<file path="config.mk">
export PLATFORM = sky130hd
export DESIGN_NAME = renkon_ctrl_store_flat
export DESIGN_NICKNAME = d
export VERILOG_FILES = /design/src/rtl/renkon_ctrl_store_if.sv /design/src/rtl/renkon_ctrl_store.sv /design/src/flat_wrapper.sv
export SDC_FILE = /design/constraint.sdc
export NUM_CORES = 1
export LEC_CHECK = 0
export ABC_AREA = 0
export CAP_MARGIN = 0
export CORE_MARGIN = 2
export CORE_UTILIZATION = 30
export DETAILED_ROUTE_END_ITERATION = 10
export MAX_ROUTING_LAYER = met4
export PLACE_DENSITY_LB_ADDON = 0.25
export SLEW_MARGIN = 10
export SYNTH_ARGS = -nofsm -noshare
export SYNTH_HDL_FRONTEND = slang
export SYNTH_SLANG_ARGS = --single-unit
</file>
<file path="constraint.sdc">
create_clock -name clk -period 5 [get_ports clk]
set_input_delay 0.75 -clock clk [delete_from_list [all_inputs] [get_ports clk]]
set_output_delay 0.75 -clock clk [all_outputs]
set_load 0.03 [all_outputs]
</file>
<file path="src/rtl/renkon_ctrl_store_if.sv">
// Pipeline control bundle passed between ctrl stages: start/valid/stop strobes.
interface ctrl_bus;
    logic start;
    logic valid;
    logic stop;

    modport master (output start, output valid, output stop);
    modport slave  (input  start, input  valid, input  stop);
endinterface

</file>
<file path="src/rtl/renkon_ctrl_store.sv">
// Store stage: writes the valid-qualified result stream into the output memory
// at base+count, with overrun/underrun tracking and a one-cycle done pulse.
module renkon_ctrl_store #(
    parameter int DWIDTH = 16,
    parameter int OADDR  = 12
) (
    input  logic              clk,
    input  logic              xrst,
    ctrl_bus.slave            in_ctrl,
    input  logic [DWIDTH-1:0] in_data,
    input  logic [OADDR-1:0]  out_base,
    input  logic [OADDR-1:0]  out_len,
    output logic              mem_we,
    output logic [OADDR-1:0]  mem_addr,
    output logic [DWIDTH-1:0] mem_wdata,
    output logic              busy,
    output logic              done,
    output logic [OADDR-1:0]  count,
    output logic              err_over,
    output logic              err_under
);

    typedef enum logic [1:0] {
        IDLE = 2'd0,
        RECV = 2'd1,
        DONE = 2'd2
    } state_t;

    state_t             state;
    logic [OADDR-1:0]   base_q;
    logic [OADDR-1:0]   len_q;

    logic               room;
    logic               wr_now;
    logic [OADDR-1:0]   wr_addr;
    logic [OADDR-1:0]   count_after;

    // count never exceeds len, so count+1 cannot wrap when a write is accepted
    always_comb begin
        room        = (count < len_q);
        wr_now      = in_ctrl.valid && room;
        wr_addr     = base_q + count;
        count_after = wr_now ? (count + 1'b1) : count;
    end

    always_ff @(posedge clk or negedge xrst) begin
        if (!xrst) begin
            state     <= IDLE;
            base_q    <= '0;
            len_q     <= '0;
            count     <= '0;
            mem_we    <= 1'b0;
            mem_addr  <= '0;
            mem_wdata <= '0;
            busy      <= 1'b0;
            done      <= 1'b0;
            err_over  <= 1'b0;
            err_under <= 1'b0;
        end else begin
            mem_we <= 1'b0;
            done   <= 1'b0;
            // start wins in every state; a same-cycle valid lands on the new base
            if (in_ctrl.start) begin
                state     <= RECV;
                busy      <= 1'b1;
                base_q    <= out_base;
                len_q     <= out_len;
                err_under <= 1'b0;
                if (in_ctrl.valid && (out_len != '0)) begin
                    mem_we    <= 1'b1;
                    mem_addr  <= out_base;
                    mem_wdata <= in_data;
                    count     <= {{(OADDR-1){1'b0}}, 1'b1};
                    err_over  <= 1'b0;
                end else begin
                    count    <= '0;
                    err_over <= in_ctrl.valid;
                end
            end else begin
                case (state)
                    RECV: begin
                        if (in_ctrl.valid) begin
                            if (room) begin
                                mem_we    <= 1'b1;
                                mem_addr  <= wr_addr;
                                mem_wdata <= in_data;
                            end else begin
                                err_over <= 1'b1;
                            end
                        end
                        count <= count_after;
                        if (in_ctrl.stop) begin
                            state     <= DONE;
                            busy      <= 1'b0;
                            done      <= 1'b1;
                            err_under <= (count_after < len_q);
                        end
                    end
                    DONE: begin
                        state <= IDLE;
                    end
                    default: begin
                        state <= IDLE;
                    end
                endcase
            end
        end
    end

endmodule

</file>
<file path="src/flat_wrapper.sv">
// flat-port wrapper written by rule: the top's interface ports become plain ports
module renkon_ctrl_store_flat 
#(
    parameter int DWIDTH = 16,
    parameter int OADDR  = 12
)
  (clk, xrst, in_data, out_base, out_len, mem_we, mem_addr, mem_wdata, busy, done, count, err_over, err_under, in_ctrl_start, in_ctrl_valid, in_ctrl_stop);
  ctrl_bus in_ctrl_i ();
  input  logic clk;
  input  logic xrst;
  input  logic [DWIDTH-1:0] in_data;
  input  logic [OADDR-1:0] out_base;
  input  logic [OADDR-1:0] out_len;
  output logic mem_we;
  output logic [OADDR-1:0] mem_addr;
  output logic [DWIDTH-1:0] mem_wdata;
  output logic busy;
  output logic done;
  output logic [OADDR-1:0] count;
  output logic err_over;
  output logic err_under;
  input wire logic [$bits(in_ctrl_i.start)-1:0] in_ctrl_start;
  input wire logic [$bits(in_ctrl_i.valid)-1:0] in_ctrl_valid;
  input wire logic [$bits(in_ctrl_i.stop)-1:0] in_ctrl_stop;
  assign in_ctrl_i.start = in_ctrl_start;
  assign in_ctrl_i.valid = in_ctrl_valid;
  assign in_ctrl_i.stop = in_ctrl_stop;
  renkon_ctrl_store #(.DWIDTH(DWIDTH), .OADDR(OADDR)) u_core (.clk(clk), .xrst(xrst), .in_ctrl(in_ctrl_i), .in_data(in_data), .out_base(out_base), .out_len(out_len), .mem_we(mem_we), .mem_addr(mem_addr), .mem_wdata(mem_wdata), .busy(busy), .done(done), .count(count), .err_over(err_over), .err_under(err_under));
endmodule
</file>
==> results of run 1 <==
## routing by layer
metal / track usage [%] / wire length (um)
met1: 19.3 / 4860
met2: 24.6 / 5050
met3: 3.62 / 304
met4: 5.38 / 208
met5: - / 0
## flip-flops by register name (all words and copies together), names as in the netlist
name / cells
u_core.base_q: 12
u_core.busy: 1
u_core.count: 12
u_core.done: 1
u_core.err_over: 1
u_core.err_under: 1
u_core.len_q: 12
u_core.mem_addr: 12
u_core.mem_wdata: 16
u_core.mem_we: 1
u_core.state: 2
## metrics by stage
step	setup WS (ps)	cells	area [um2]	utilization, %
5_1_grt	387	670	5440	40.9
2_1_floorplan	1220	403	4110	-
3_5_place_dp	865	654	5140	38.7
6_report	814	670	5440	40.9
3_3_place_gp	1080	654	5140	38.7
4_1_cts	836	670	5440	40.9
## final cells by class
| type | count | share of cell area [%] |
|---|---|---|
| Tap cell | 176 | 4.05 |
| Clock buffer | 10 | 4.21 |
| Timing Repair Buffer | 92 | 16.6 |
| Sequential cell | 71 | 32.7 |
| Clock inverter | 6 | 1.31 |
| Inverter | 27 | 1.86 |
| Multi-Input combinational cell | 288 | 39.3 |
## synth_stat cells
| library cell | count |
|---|---|
| sky130_fd_sc_hd__a2111oi_0 | 1 |
| sky130_fd_sc_hd__a2111oi_2 | 1 |
| sky130_fd_sc_hd__a211o_1 | 2 |
| sky130_fd_sc_hd__a211oi_1 | 4 |
| sky130_fd_sc_hd__a211oi_2 | 1 |
| sky130_fd_sc_hd__a21o_1 | 8 |
| sky130_fd_sc_hd__a21oi_1 | 12 |
| sky130_fd_sc_hd__a21oi_2 | 1 |
| sky130_fd_sc_hd__a22o_1 | 1 |
| sky130_fd_sc_hd__a31o_2 | 1 |
| sky130_fd_sc_hd__a31oi_1 | 6 |
| sky130_fd_sc_hd__and2_1 | 3 |
| sky130_fd_sc_hd__and3_1 | 6 |
| sky130_fd_sc_hd__buf_2 | 2 |
| sky130_fd_sc_hd__buf_6 | 3 |
| sky130_fd_sc_hd__clkbuf_1 | 12 |
| sky130_fd_sc_hd__dfrtp_1 | 71 |
| sky130_fd_sc_hd__fa_1 | 1 |
| sky130_fd_sc_hd__ha_1 | 34 |
| sky130_fd_sc_hd__inv_1 | 27 |
| sky130_fd_sc_hd__mux2_2 | 4 |
| sky130_fd_sc_hd__mux2_4 | 18 |
| sky130_fd_sc_hd__nand2_1 | 41 |
| sky130_fd_sc_hd__nand2b_1 | 5 |
| sky130_fd_sc_hd__nand3_1 | 15 |
| sky130_fd_sc_hd__nand4_1 | 7 |
| sky130_fd_sc_hd__nor2_1 | 25 |
| sky130_fd_sc_hd__nor2b_1 | 3 |
| sky130_fd_sc_hd__nor3_1 | 1 |
| sky130_fd_sc_hd__nor4_1 | 3 |
| sky130_fd_sc_hd__o211ai_1 | 6 |
| sky130_fd_sc_hd__o21a_1 | 10 |
| sky130_fd_sc_hd__o21ai_0 | 30 |
| sky130_fd_sc_hd__o21ai_1 | 1 |
| sky130_fd_sc_hd__o22ai_1 | 1 |
| sky130_fd_sc_hd__o311ai_0 | 2 |
| sky130_fd_sc_hd__o311ai_1 | 1 |
| sky130_fd_sc_hd__o31ai_1 | 2 |
| sky130_fd_sc_hd__o41a_1 | 1 |
| sky130_fd_sc_hd__o41ai_4 | 1 |
| sky130_fd_sc_hd__or2_2 | 1 |
| sky130_fd_sc_hd__xnor2_1 | 14 |
| sky130_fd_sc_hd__xor2_1 | 14 |
## worst max-delay path, stage by stage (launching register included)
cell	delay [ps]
sky130_fd_sc_hd__dfrtp_1	470
sky130_fd_sc_hd__ha_1	340
sky130_fd_sc_hd__a211o_1	250
sky130_fd_sc_hd__a31oi_1	270
sky130_fd_sc_hd__o41ai_4	150
sky130_fd_sc_hd__a21oi_2	580
sky130_fd_sc_hd__nand4_1	200
sky130_fd_sc_hd__xnor2_1	170
sky130_fd_sc_hd__ha_1	190
sky130_fd_sc_hd__a21o_1	170
sky130_fd_sc_hd__a21o_1	170
sky130_fd_sc_hd__a2111oi_0	430
sky130_fd_sc_hd__o21ai_0	220
sky130_fd_sc_hd__a211o_1	300
sky130_fd_sc_hd__o21ai_0	170
## power by group through the flow
stage,combinational [uW],clock [uW],sequential (uW)
floorplan,164,0,769
global placement,426,0,683
detailed placement,431,0,684
CTS,434,670,674
global route,463,695,682
finish,428,652,674
## kinds of logic (layout without fill, tap and decap cells)
logic type      after synthesis  after routing
mux                          22             22
compound gates               93             93
flops                        71             71
simple gates                110            110
buf+inv                      44            135
fa+ha+maj                    35             35
xor+xnor                     28             28
## final timing paths
kind	cells after the start	slack, ps	endpoint
min in group asynchronous	2	640	u_core.len_q[7]
worst min-delay path	2	490	u_core.busy
worst max-delay path	14	810	u_core.err_under
worst min register to register	2	490	u_core.busy
max in group asynchronous	2	3780	u_core.base_q[2]
worst max register to register	14	810	u_core.err_under
==> impl_summary.txt, run 1 <==
----------------------------------------------------
[Route]
  Iteration count of the initial detailed-routing pass ... 4
  Number of vias per cell ... 4.84
  Initial DRC count ... 163
  Antenna violation net count after detailed routing ... 0
  Final WL ... 10,400 um
  Routed vias ... 3,245
  Post-route DRC violation count ... 0
  DR WL/cell ... 15.6 um

[Worst hold path]
  Worst min path class ... reg -> reg
  Worst hold start ... u_core.busy

[Layout]
  Share of cells above drive strength 1 ... 9.72%
  Most used cells in the layout excluding fill and tap cells ... sky130_fd_sc_hd__clkdlybuf4s50_1, sky130_fd_sc_hd__dfrtp_1, sky130_fd_sc_hd__nand2_1
  Leading cell type in the layout, fill and taps excluded ... sky130_fd_sc_hd__clkdlybuf4s50_1
  Storage element area ... 1780 um2
  Area taken by multi-input logic gates ... 2140 um2
  Count of filler cells inserted in the layout ... 1,284
  Relative area change from synthesis to final layout ... 32.5%
  # diodes ... 0
  Number of nets in the layout ... 569

[Timing]
  Final total negative setup slack ... 0 ps
  Pins Over Slew Limit ... 0
  Setup skew after layout ... 7.00 ps
  Final setup violation count ... 0
  Period minus WS final ... 4190 ps
  Setup repair after global routing missed its margin ... false
  Top achievable clock speed ... 239 MHz
  Hold_ws ... 488 ps
  Final Hold Violating Endpoints ... 0
  Worst slew margin relative to its limit ... 38.6%
  Period Utilization, post-route ... 83.7%
  Worst-margin pin slew ... 921 ps

[Synth]
  Post-synthesis share of cell area spent on and, or, nand and nor gates ... 12.3%
  Count of cell types in the netlist ... 43
  Largest area contributor in the synthesized netlist ... sky130_fd_sc_hd__dfrtp_1
  Top cells by area, synth ... sky130_fd_sc_hd__dfrtp_1, sky130_fd_sc_hd__ha_1, sky130_fd_sc_hd__mux2_4
  Adder and majority gate portion of the synthesized area ... 10.9%
  Largest family of logic cells by synthesized area ... compound AO/OA/AOI/OAI gates
  Synthesized area ... 4110 um2
  Yosys reg bits ... 71
  Synth Net Count ... 483
  Compound-Gate Fraction of Synth Area ... 15.3%
  Portion of synthesized cell area occupied by the leading cell type ... 43.3%
  Synthesis Warnings ... 0
  Multiplexer area fraction after synthesis ... 7.68%
  Number of cells produced by synthesis ... 403
  Post-Syn Area per Cell ... 10.2 um2
  Area share of xor/xnor cells in the synthesized design ... 5.97%
  Portion of the post-synthesis area used by sequential elements ... 43.3%

[Worst setup path]
  Launching instance or port of the critical path ... u_core.count[2]
  Arrival time of the worst setup path ... 4430 ps
  Type of the worst setup path ... reg -> reg
  Required time of the critical path ... 5250 ps
  R2r startpoint ... u_core.count[2]
  Worst setup EP type ... flip-flop
  Category of the worst setup path launch point ... flip-flop
  Largest driver fanout on the critical path ... 17

[CTS]
  Total number of H-tree levels ... 3
  CTS sink count ... 71
  Clock-pin slew of the registers on the worst-case setup and hold paths ... 60 ps
  Buffers inserted during post-CTS setup optimization ... 0
  Inserted Clock Buffers ... 9
  Root buf cell ... sky130_fd_sc_hd__clkbuf_16
  Clk Latency, worst-skew pair ... 340 ps
  Maximum clock insertion buffer count ... 2
  Number of cells upsized or downsized after cts ... 0
  Clock tree from TritonCTS ... done
  Post-cts hold buffer count ... 0

[Die]
  Row cnt ... 42
  Starting density of the core ... 30.9%
  DIE WIDTH ... 121 um
  Die Y-Extent ... 121 um
  # IOs ... 90
  Die Area ... 14,600 um2
  Floorplan Core Area ... 13,300 um2

[Global routing]
  Congestion Overflow GR ... 0
  Total global-route track usage ... 15.5%
  Antenna violations before repair ... 0
  Global-route wire length before repair ... 17,200 um
  Via count of the first global-routing pass ... 3,282
  Pin count of the biggest net entering global routing ... 72

[Flow run]
  Max-capacitance violation count ... 0

[Power]
  Gate power share ... 24.4%
  Clock share of power ... 37.2%
  PD cells ... 322 nW/um2
  Static Leakage ... 0.00247 uW
  Cell internal pwr ... 1220 uW
  Share of power burned in registers ... 38.4%
  IR Drop Worst-Case VDD ... 0.000140 V
  Overall power consumption ... 1750 uW
  P_sw ... 530 uW
  Switching fraction of total power ... 30.2%

[Placed design]
  Count of input and output buffers ... 89
  Routability congestion estimate ... 0.882
  Hpwl dp ... 7590 um

[Run status]
  Result of the run ... finished, final reports clean

----------------------------------------------------
Note: power is estimated with default switching activity, not from simulation.
==> run 2, diff against run 1 <==
- clock period: 5 -> 4.2 ns (I/O delays scaled with it)
==> impl_summary.txt, run 2 (synthesized netlist as in run 1, its figures left out) <==
----------------------------------------------------
[Layout]
  Number of nets in the layout ... 576
  Relative area change from synthesis to final layout ... 34.1%
  Most used cells in the layout excluding fill and tap cells ... sky130_fd_sc_hd__clkdlybuf4s50_1, sky130_fd_sc_hd__dfrtp_1, sky130_fd_sc_hd__nand2_1
  Max reg flops ... 16
  Final core area utilization ... 41.4%
  # diodes ... 0
  Share of cells above drive strength 1 ... 11.0%
  Register with the highest flop count ... u_core.mem_wdata
  Final standard cell area without fillers ... 5500 um2
  Leading cell type in the layout, fill and taps excluded ... sky130_fd_sc_hd__clkdlybuf4s50_1

[Worst setup path]
  Type of the worst setup path ... reg -> reg
  Arrival time of the worst setup path ... 4020 ps
  R2r startpoint ... u_core.count[2]
  Launching instance or port of the critical path ... u_core.count[2]
  Reg-to-reg endpoint ... u_core.err_under
  Worst Reg-to-Reg Cells ... 14
  Largest driver fanout on the critical path ... 7
  Worst setup EP type ... flip-flop
  Cells along the critical path ... ha_1 > a211o_1 > a31oi_1 > o41ai_4 > a211oi_2 > nand3_1 > xnor2_1 > ha_1 > a21o_1 > a21o_1 > a2111oi_1 > o21ai_0 > a211o_1 > o21ai_0
  Required time of the critical path ... 4450 ps
  Slowest stage delay, CP ... 450 ps
  R2r setup slk ... 430 ps
  Critical-path top delay cell ... sky130_fd_sc_hd__dfrtp_1
  Category of the worst setup path launch point ... flip-flop
  Critical path endpoint ... u_core.err_under

[Placed design]
  Hpwl dp ... 7780 um
  DP Area ... 5200 um2
  Count of input and output buffers ... 89
  Routability congestion estimate ... 0.862

[Power]
  Gate power share ... 24.7%
  Switching fraction of total power ... 29.7%
  Clock share of power ... 36.7%
  Share of power burned in registers ... 38.6%
  Static Leakage ... 0.00252 uW
  P_sw ... 618 uW
  IR Drop Worst-Case VDD ... 0.000179 V
  Cell internal pwr ... 1460 uW
  PD cells ... 378 nW/um2

[Route]
  Initial DRC count ... 116
  Iteration count of the initial detailed-routing pass ... 4
  Antenna violation net count after detailed routing ... 0
  Final WL ... 10,500 um
  Number of vias per cell ... 4.78
  Post-route DRC violation count ... 0
  DR WL/cell ... 15.5 um
  Routed vias ... 3,237

[CTS]
  Clk Latency, worst-skew pair ... 340 ps
  Clock tree from TritonCTS ... done
  Maximum clock insertion buffer count ... 2
  CTS sink count ... 71
  Total number of H-tree levels ... 3
  Clock-pin slew of the registers on the worst-case setup and hold paths ... 60 ps
  Inserted Clock Buffers ... 9
  Root buf cell ... sky130_fd_sc_hd__clkbuf_16

[Die]
  Die Y-Extent ... 121 um
  # IOs ... 90
  Floorplan Core Area ... 13,300 um2
  Die Area ... 14,600 um2
  Starting density of the core ... 30.9%
  DIE WIDTH ... 121 um
  Row cnt ... 42

[Timing]
  Period minus WS final ... 3770 ps
  Worst-margin pin slew ... 627 ps
  Final setup violation count ... 0
  Final total negative setup slack ... 0 ps
  Top achievable clock speed ... 265 MHz
  Setup skew after layout ... 6.95 ps
  Period Utilization, post-route ... 89.7%
  Setup repair after global routing missed its margin ... false
  Final Hold Violating Endpoints ... 0
  Worst slew margin relative to its limit ... 58.2%
  Pins Over Slew Limit ... 0

[Global routing]
  Total global-route track usage ... 15.7%
  Via count of the first global-routing pass ... 3,391
  Global-route wire length before repair ... 17,400 um
  Pin count of the biggest net entering global routing ... 59
  Congestion Overflow GR ... 0
  Antenna violations before repair ... 0

[Flow run]
  Max-capacitance violation count ... 0

[Worst hold path]
  Worst min path class ... in -> async

[Run status]
  Result of the run ... finished, final reports clean

----------------------------------------------------
run 2: layer usage:
layer	track usage (%)	vias up	part of all wire, %
met2	24.8	58	49
met3	2.73	17	3.3
met4	7.12	0	2.4
li1	-	1603	-
met1	19.7	1559	45
met5	-	-	0
run 2: stage by stage:
step | cells | power [uW] | setup WS, ps | hold slack, ps
2_1_floorplan | 403 | 1110 | 420 | 334
3_3_place_gp | 661 | 1330 | 543 | 468
3_5_place_dp | 661 | 1330 | 431 | 476
4_1_cts | 677 | 2110 | 401 | 329
5_1_grt | 677 | 2190 | 63.4 | 352
6_report | 677 | 2080 | 433 | 314
run 2: cell type report:
class                           count  area, um2
Clock buffer                       10        229
Clock inverter                      6       68.8
Fill cell                        1276       7790
Inverter                           27        101
Multi-Input combinational cell    288       2140
Sequential cell                    71       1780
Tap cell                          176        220
Timing Repair Buffer               99        968
run 2: how the worst min path moves through the flow:
stage | slack (ps) | cells after the start | endpoint
2_1_floorplan | 330 | 0 | u_core.base_q[0]
3_3_place_gp | 470 | 2 | u_core.busy
6_report | 310 | 1 | u_core.len_q[9]
5_1_grt | 350 | 1 | u_core.len_q[9]
4_1_cts | 330 | 1 | u_core.count[7]
3_5_place_dp | 480 | 1 | u_core.base_q[4]
run 2: critical path: cells and delay by family (launching register included):
| kind | cells | cell delay (ps) |
|---|---|---|
| and+or+nand+nor | 1 | 130 |
| xor gates and xnor gates | 1 | 150 |
| adders and majority gates | 2 | 640 |
| DFF | 1 | 450 |
| AOI/OAI and AO/OA | 10 | 2310 |
run 2: power by group through the flow:
stage,registers (uW),clock network (uW),logic [uW]
final,803,763,512
after global routing,813,825,556
after CTS,804,790,520
after detailed placement,816,0,517
after global placement,814,0,513
after floorplan,915,0,195
run 2: what timing repair did:
item                       CTS  global route
setup endpoints to repair    0             1
hold buffers                 0             0
buffers inserted             0             0
gates resized for setup      0             1
